==> src/rtl/shared_adder_sched.sv <==
// Bit-serial WIDTH-bit adder time-shared between two requesters.
// Round-robin grant in IDLE, one sum bit per cycle in ADD, result held in DONE.
module shared_adder_sched #(
    parameter int WIDTH = 3
) (
    input  logic             clk,
    input  logic             rst_n,
    input  logic             req0_valid,
    output logic             req0_ready,
    input  logic [WIDTH-1:0] req0_a,
    input  logic [WIDTH-1:0] req0_b,
    input  logic             req1_valid,
    output logic             req1_ready,
    input  logic [WIDTH-1:0] req1_a,
    input  logic [WIDTH-1:0] req1_b,
    output logic             res_valid,
    input  logic             res_ready,
    output logic [WIDTH:0]   res_sum,
    output logic             res_id,
    output logic             busy
);

    localparam int IDX_W = (WIDTH > 1) ? $clog2(WIDTH) : 1;
    localparam logic [IDX_W-1:0] LAST_IDX = IDX_W'(WIDTH - 1);

    typedef enum logic [1:0] {
        S_IDLE = 2'd0,
        S_ADD  = 2'd1,
        S_DONE = 2'd2
    } state_t;

    state_t           r_state;
    logic [WIDTH-1:0] r_a;
    logic [WIDTH-1:0] r_b;
    logic             r_id;
    logic             r_carry;
    logic [IDX_W-1:0] r_idx;
    logic             r_last_grant;
    logic [WIDTH:0]   r_sum;
    logic             r_res_valid;

    logic w_idle;
    logic w_grant0;
    logic w_grant1;
    logic w_bit_a;
    logic w_bit_b;
    logic w_sum_bit;
    logic w_cout;

    // A contested cycle goes to whichever requester did not win last time.
    always_comb begin
        w_idle   = (r_state == S_IDLE);
        w_grant0 = w_idle && req0_valid && (!req1_valid || r_last_grant);
        w_grant1 = w_idle && req1_valid && (!req0_valid || !r_last_grant);
    end

    always_comb begin
        w_bit_a   = r_a[r_idx];
        w_bit_b   = r_b[r_idx];
        w_sum_bit = w_bit_a ^ w_bit_b ^ r_carry;
        w_cout    = (w_bit_a & w_bit_b) | (w_bit_a & r_carry) | (w_bit_b & r_carry);
    end

    always_ff @(posedge clk or negedge rst_n) begin
        if (!rst_n) begin
            r_state      <= S_IDLE;
            r_a          <= '0;
            r_b          <= '0;
            r_id         <= 1'b0;
            r_carry      <= 1'b0;
            r_idx        <= '0;
            r_last_grant <= 1'b1;
            r_sum        <= '0;
            r_res_valid  <= 1'b0;
        end else begin
            case (r_state)
                S_IDLE: begin
                    if (w_grant0 || w_grant1) begin
                        r_a          <= w_grant1 ? req1_a : req0_a;
                        r_b          <= w_grant1 ? req1_b : req0_b;
                        r_id         <= w_grant1;
                        r_last_grant <= w_grant1;
                        r_carry      <= 1'b0;
                        r_idx        <= '0;
                        r_state      <= S_ADD;
                    end
                end
                S_ADD: begin
                    r_sum[r_idx] <= w_sum_bit;
                    r_carry      <= w_cout;
                    r_idx        <= r_idx + 1'b1;
                    if (r_idx == LAST_IDX) begin
                        r_sum[WIDTH] <= w_cout;
                        r_res_valid  <= 1'b1;
                        r_state      <= S_DONE;
                    end
                end
                S_DONE: begin
                    if (res_ready) begin
                        r_res_valid <= 1'b0;
                        r_state     <= S_IDLE;
                    end
                end
                default: begin
                    r_res_valid <= 1'b0;
                    r_state     <= S_IDLE;
                end
            endcase
        end
    end

    assign req0_ready = w_grant0;
    assign req1_ready = w_grant1;
    assign res_valid  = r_res_valid;
    assign res_sum    = r_sum;
    assign res_id     = r_id;
    assign busy       = (r_state != S_IDLE);

endmodule

==> config.mk <==
export PLATFORM = sky130hd
export DESIGN_NAME = shared_adder_sched
export DESIGN_NICKNAME = d
export VERILOG_FILES = /design/src/rtl/shared_adder_sched.sv
export SDC_FILE = /design/constraint.sdc
export NUM_CORES = 1
export LEC_CHECK = 0
export ABC_AREA = 1
export CORE_MARGIN = 2
export CORE_UTILIZATION = 47
export CTS_CLUSTER_SIZE = 20
export DETAILED_ROUTE_END_ITERATION = 10
export PLACE_DENSITY = 0.83
export SLEW_MARGIN = 20
export SYNTH_ARGS = -nofsm -noshare
export SYNTH_HDL_FRONTEND = slang
export SYNTH_SLANG_ARGS = --single-unit
export TNS_END_PERCENT = 5
==> constraint.sdc <==
create_clock -name clk -period 2.1 [get_ports clk]
set_clock_uncertainty 0.1 [all_clocks]
set_input_delay 0.42 -clock clk [delete_from_list [all_inputs] [get_ports clk]]
set_output_delay 0.42 -clock clk [all_outputs]
set_load 0.05 [all_outputs]
Word level (Yosys, flattened, before mapping) --
Cells that the tools add are included.
Cells by class: bitwise operators 8, magnitude comparators 2, reductions and logical operators 18, multiplexer cells 21, equal/unequal tests 6, $add $sub $neg 1
Operators with widths (number):
- 2-bit 2-to-1 mux | 4
- 1-bit 2-to-1 mux | 7
- 3-bit 2-to-1 mux | 2
- 2-bit one-hot mux with 3 select lines | 1
- 3-bit AND reduction | 2
- 1-bit logical AND | 5
- 1-bit binary-select mux with 2-bit select | 2
- 4-bit bitwise mux | 1
- 2-bit equality test, second input constant | 2
- 2-bit != test, second input constant | 2
- 2-bit one-hot mux with 2 select lines | 1
- 2-bit AND reduction | 2
- 2-bit nonzero test | 2
- 1-bit bitwise AND | 3
- 1-bit logical NOT | 3
- 1-bit logical OR | 3
- 2-bit by 3-bit < comparator with 1-bit output, second input constant | 1
- 1-bit one-hot mux with 3 select lines | 1
- 2-bit by 1-bit adder with 2-bit output, second input constant | 1
- 1-bit demux with 2-bit select | 1
- 2-bit by 1-bit equality test with 1-bit output, second input constant | 1
- 2-bit by 1-bit >= comparator with 1-bit output, second input constant | 1
- 2-bit logical NOT | 1
- 2-bit by 1-bit != test with 1-bit output, second input constant | 1
- other kinds (4) | 6
Storage, ports and cells: register bits after elaboration 18, logic and storage cells 65

Depth between registers and ports, before layout --
word-level depth 6, gate-level depth with buffers 8

Worst setup path before layout --
OpenSTA, ideal clock, no wires.
kind reg-to-reg, start point register r_idx[0], end point register r_sum[3] (netlist: res_sum[3]), slack 0.307 ns, arrival time 1.626 ns, cell stages (with the launch flop) 9, setup time 0.067 ns, cell sequence dfrtp_1 -> inv_1 -> nor2_1 -> a2bb2oi_1 -> fa_1 -> nand3b_1 -> o21ai_0 -> nand2_1 -> nand2_1
Between the ends: longest elaborated chain between the ends 6, elaborated cells on any way between the ends 19
Ends and longest elaborated chain:
- start, declared | RTL line 37 | logic [IDX_W-1:0] r_idx;
- start signal, assigned | RTL line 91 | r_idx <= r_idx + 1'b1;
- 2-bit by 3-bit < comparator with 1-bit output (not written as such) (tied with other cells) | RTL line 89 | r_sum[r_idx] <= w_sum_bit;
- 1-bit logical AND (not written as such) (tied with other cells) | RTL line 89
- 1-bit 2-to-1 mux (not written as such) (tied with other cells) | RTL line 89
- 1-bit demux with 2-bit select (tied with other cells) | RTL line 89
- 4-bit bitwise mux / 1-bit OR (equally long branches) | RTL line 89, 61
- 1-bit 2-to-1 mux * | RTL line 92 | if (r_idx == LAST_IDX) begin
- end signal, assigned by index | RTL line 89
- end signal, assigned by index | RTL line 93 | r_sum[WIDTH] <= w_cout;
- end, declared | RTL line 39 | logic [WIDTH:0] r_sum;
Mark *: on every way between the ends. The rest lies on a longest branch, timed or not. The select of a mux whose other input is x is not followed. A chain may end at the register's enable or synchronous reset.

Worst setup path after layout --
start point input port req0_valid, end point output port req1_ready
Between the ends: longest elaborated chain between the ends 3
Ends and longest elaborated chain:
- start, declared | RTL line 8 | input logic req0_valid,
- 1-bit logical NOT | RTL line 54 | w_grant1 = w_idle && req1_valid && (!req0_valid || !r_last_grant);
- 1-bit logical OR | RTL line 54
- 1-bit logical AND | RTL line 54
- end, declared | RTL line 13 | output logic req1_ready,
No other way between the ends.

==> results.toml <==
[run_status]
outcome = "finished, final reports clean"

[grt]
grt_pass1_vias = 837
overflow = 0
grt_usage = 0.182
antenna_found_initial = 0
grt_max_degree = 19
grt_pass1_wl_um = 3460

[floorplan]
io_pins = 26
coreArea_mm2 = 0.00200
die_area_mm2 = 0.00255
start_util = 0.508
die_x_um = 50.5
die_y_um = 50.5
fp-row-count = 16

[placed_design]
gp_congestion = 0.863
hpwl_um = 1570
port_buffers = 25
dp_slack_ns = 0.106
dp_cells = 180

[detailed_routing]
dr.pass1.iters = 4
drc = 0
drtIter0Drc = 9
routed-via-count = 887
vias_per_cell = 4.82
drtAntennaViolNets = 0
drt-total-wl_um = 2000
wire_per_inst_um = 10.9

[critical_path]
critPathRequiredTime_ns = 1.58
worst_setup_path_start_kind = "primary input"
critPathBufInv = 3
crit_path_max_incr_delay_ns = 0.53
r2r_slack_ns = 0.16
critical-path-top-delay-family = "buffers and inverters"
rr_startpoint = "r_idx[1]"
critPathSlowestCell = "clkdlybuf4s50_1"
worstReg2RegEnd = "res_sum[3]"
cp_cell_sequence = "clkdlybuf4s50_1 > nand2_1 > nand3_4 > inv_1 > buf_12"
cp.arrival_ns = 1.47
end_kind = "primary output"
cp_max_fo = 10
rr_worst_depth = 8
crit_type = "primary input to primary output"

[clock_tree]
cts.sinks = 18
cts.reportedPaths.clkPinSlew_ns = 0.10
cts_max_level = 1
clock_latency_ns = 0.30
clock_path_buffers = 2
cts_buffers = 3
cts-root-buf = "clkbuf_4"
post-cts-setup-buffers = 0
cts_tree = "done"

[synthesis]
syn-num-nets = 148
synth_cells = 126
yosys.area.top_type_share = 0.418
ys_seq_elements = 18
synth.largest_area_cell = "dfrtp_1"
synth.area.top_cells = "dfrtp_1 42%, nand2_1 13%, inv_1 8.5%, ha_1 4.9%, nand3_1 4.9%"
synth_cell_types = 22
synth.cell_area_mm2 = 0.00102
yosysWarnings = 0
avgSynthCellArea_um2 = 8.07
yosysSeqAreaShare = 0.444

[worst_hold_path]
hold_path_class = "primary input to async pin"

[sta]
hold_viol_final = 0
hold_ws_ns = 0.339
slew_viol_final = 0
max-slew-margin-rel = 0.667
max_freq_mhz = 502
timing.final.crit_share = 0.949
grt_setup_unrepaired = "yes"
period_minus_slack_ns = 1.99
max_slew.worst_pin.slew_ns = 0.498
fin_ws_ns = 0.106
finalSetupViolCount = 0

[cells_and_area]
fin_nets = 180
drive_above_1_share = 0.140
diodes = 0
syn2layout_area_growth_pct = 34.7
final_cells = 184

[power_and_ir_drop]
power_density_mw_per_mm2 = 1570
peakVddDrop_mv = 1.06
leakage_nw = 0.701
power_mw = 2.15

[flow_run]
maxCapViolations = 0
## registers in the layout, summed over array words and instances (netlist names)
register and cells:
res_valid 1, r_last_grant 1, res_id 1, r_carry 1, res_sum 4, r_a 3
r_b 3, r_idx 2, r_state 2
## cell type report
cell class,count,area (um^2)
multi-input cells,82,473
fillers,164,632
repair buffers,28,290
flip-flops and latches,18,453
well taps,27,33.8
clock buffers,4,26.3
inverters,25,93.8
## layout by cell type, fill, tap and decap left out, drive strengths merged, types with 2 or more instances in the layout
cell and count:
clkbuf 4, inv 25, nand2 35, buf 6
a2bb2oi 2, dfrtp 17, ha 4, nor2 8
nand4 6, nand3 11, clkdlybuf4s50 22, o21ai 11
## where the power goes
| part | leakage (nW) | internal, mW | switching (mW) | total (mW) |
|---|---|---|---|---|
| sequential | 0.221 | 0.527 | 0.131 | 0.657 |
| clock | 0.0150 | 0.0740 | 0.104 | 0.178 |
| combinational | 0.465 | 0.488 | 0.827 | 1.31 |
| total | 0.701 | 1.09 | 1.06 | 2.15 |
## worst register-to-register path, cell delays in order (launching register included)
cell and delay, ns:
dfrtp_1 0.43, inv_1 0.14, o21ai_1 0.13, a2bb2oi_2 0.16, fa_1 0.59, nand3b_1 0.12
o21ai_0 0.08, nand2_1 0.06, nand2_1 0.04
## cell families after synthesis
kind of cell / share of synthesized area
AOI/OAI and AO/OA: 0.0947
adders and majority gates: 0.0689
buffers and inverters: 0.0972
DFF: 0.444
and+or+nand+nor: 0.295
## Yosys cell counts, drive strengths merged
master / n
a2bb2oi: 2
or2: 1
fa: 1
nand3b: 1
nand2: 35
o211ai: 1
nor2: 8
o21ai: 11
nand3: 11
nand4: 6
buf: 1
o31ai: 1
ha: 4
dfstp: 1
dfrtp: 17
inv: 25
## through the flow
| stage | util | instance area [um^2] | TNS (ns) |
|---|---|---|---|
| 2_1_floorplan | - | 1020 | 0 |
| 3_3_place_gp | 0.668 | 1340 | 0 |
| 3_5_place_dp | 0.668 | 1340 | 0 |
| 4_1_cts | 0.681 | 1360 | 0 |
| 5_1_grt | 0.684 | 1370 | -0.0264 |
| 6_report | 0.684 | 1370 | 0 |
## layer usage
metal | global-route usage | up-vias | wire (um)
li1 | - | 463 | -
met1 | 0.206 | 388 | 846
met2 | 0.316 | 30 | 998
met3 | 0.0357 | 6 | 91
met4 | 0.108 | 0 | 64
met5 | 0 | - | 0
## how the worst max path moves through the flow
stage | end | depth (start not counted) | start | slack, ns
after floorplan | res_sum[3] | 8 | r_idx[0] | 0.31
after global placement | req1_ready | 5 | req0_valid | 0.15
after detailed placement | req1_ready | 5 | req0_valid | 0.11
after CTS | res_sum[3] | 8 | r_idx[0] | 0.09
after global routing | req0_ready | 4 | r_state[0] | -0.01
final | req1_ready | 5 | req0_valid | 0.11
## what timing repair did
| action | 4_1_cts | 5_1_grt |
|---|---|---|
| hold endpoints to repair | 0 | 0 |
| hold buffers | 0 | 0 |
| endpoints found under the setup margin | 0 | 2 |
| gates resized for setup | 0 | 4 |
Power figures use the tool's default switching activity.
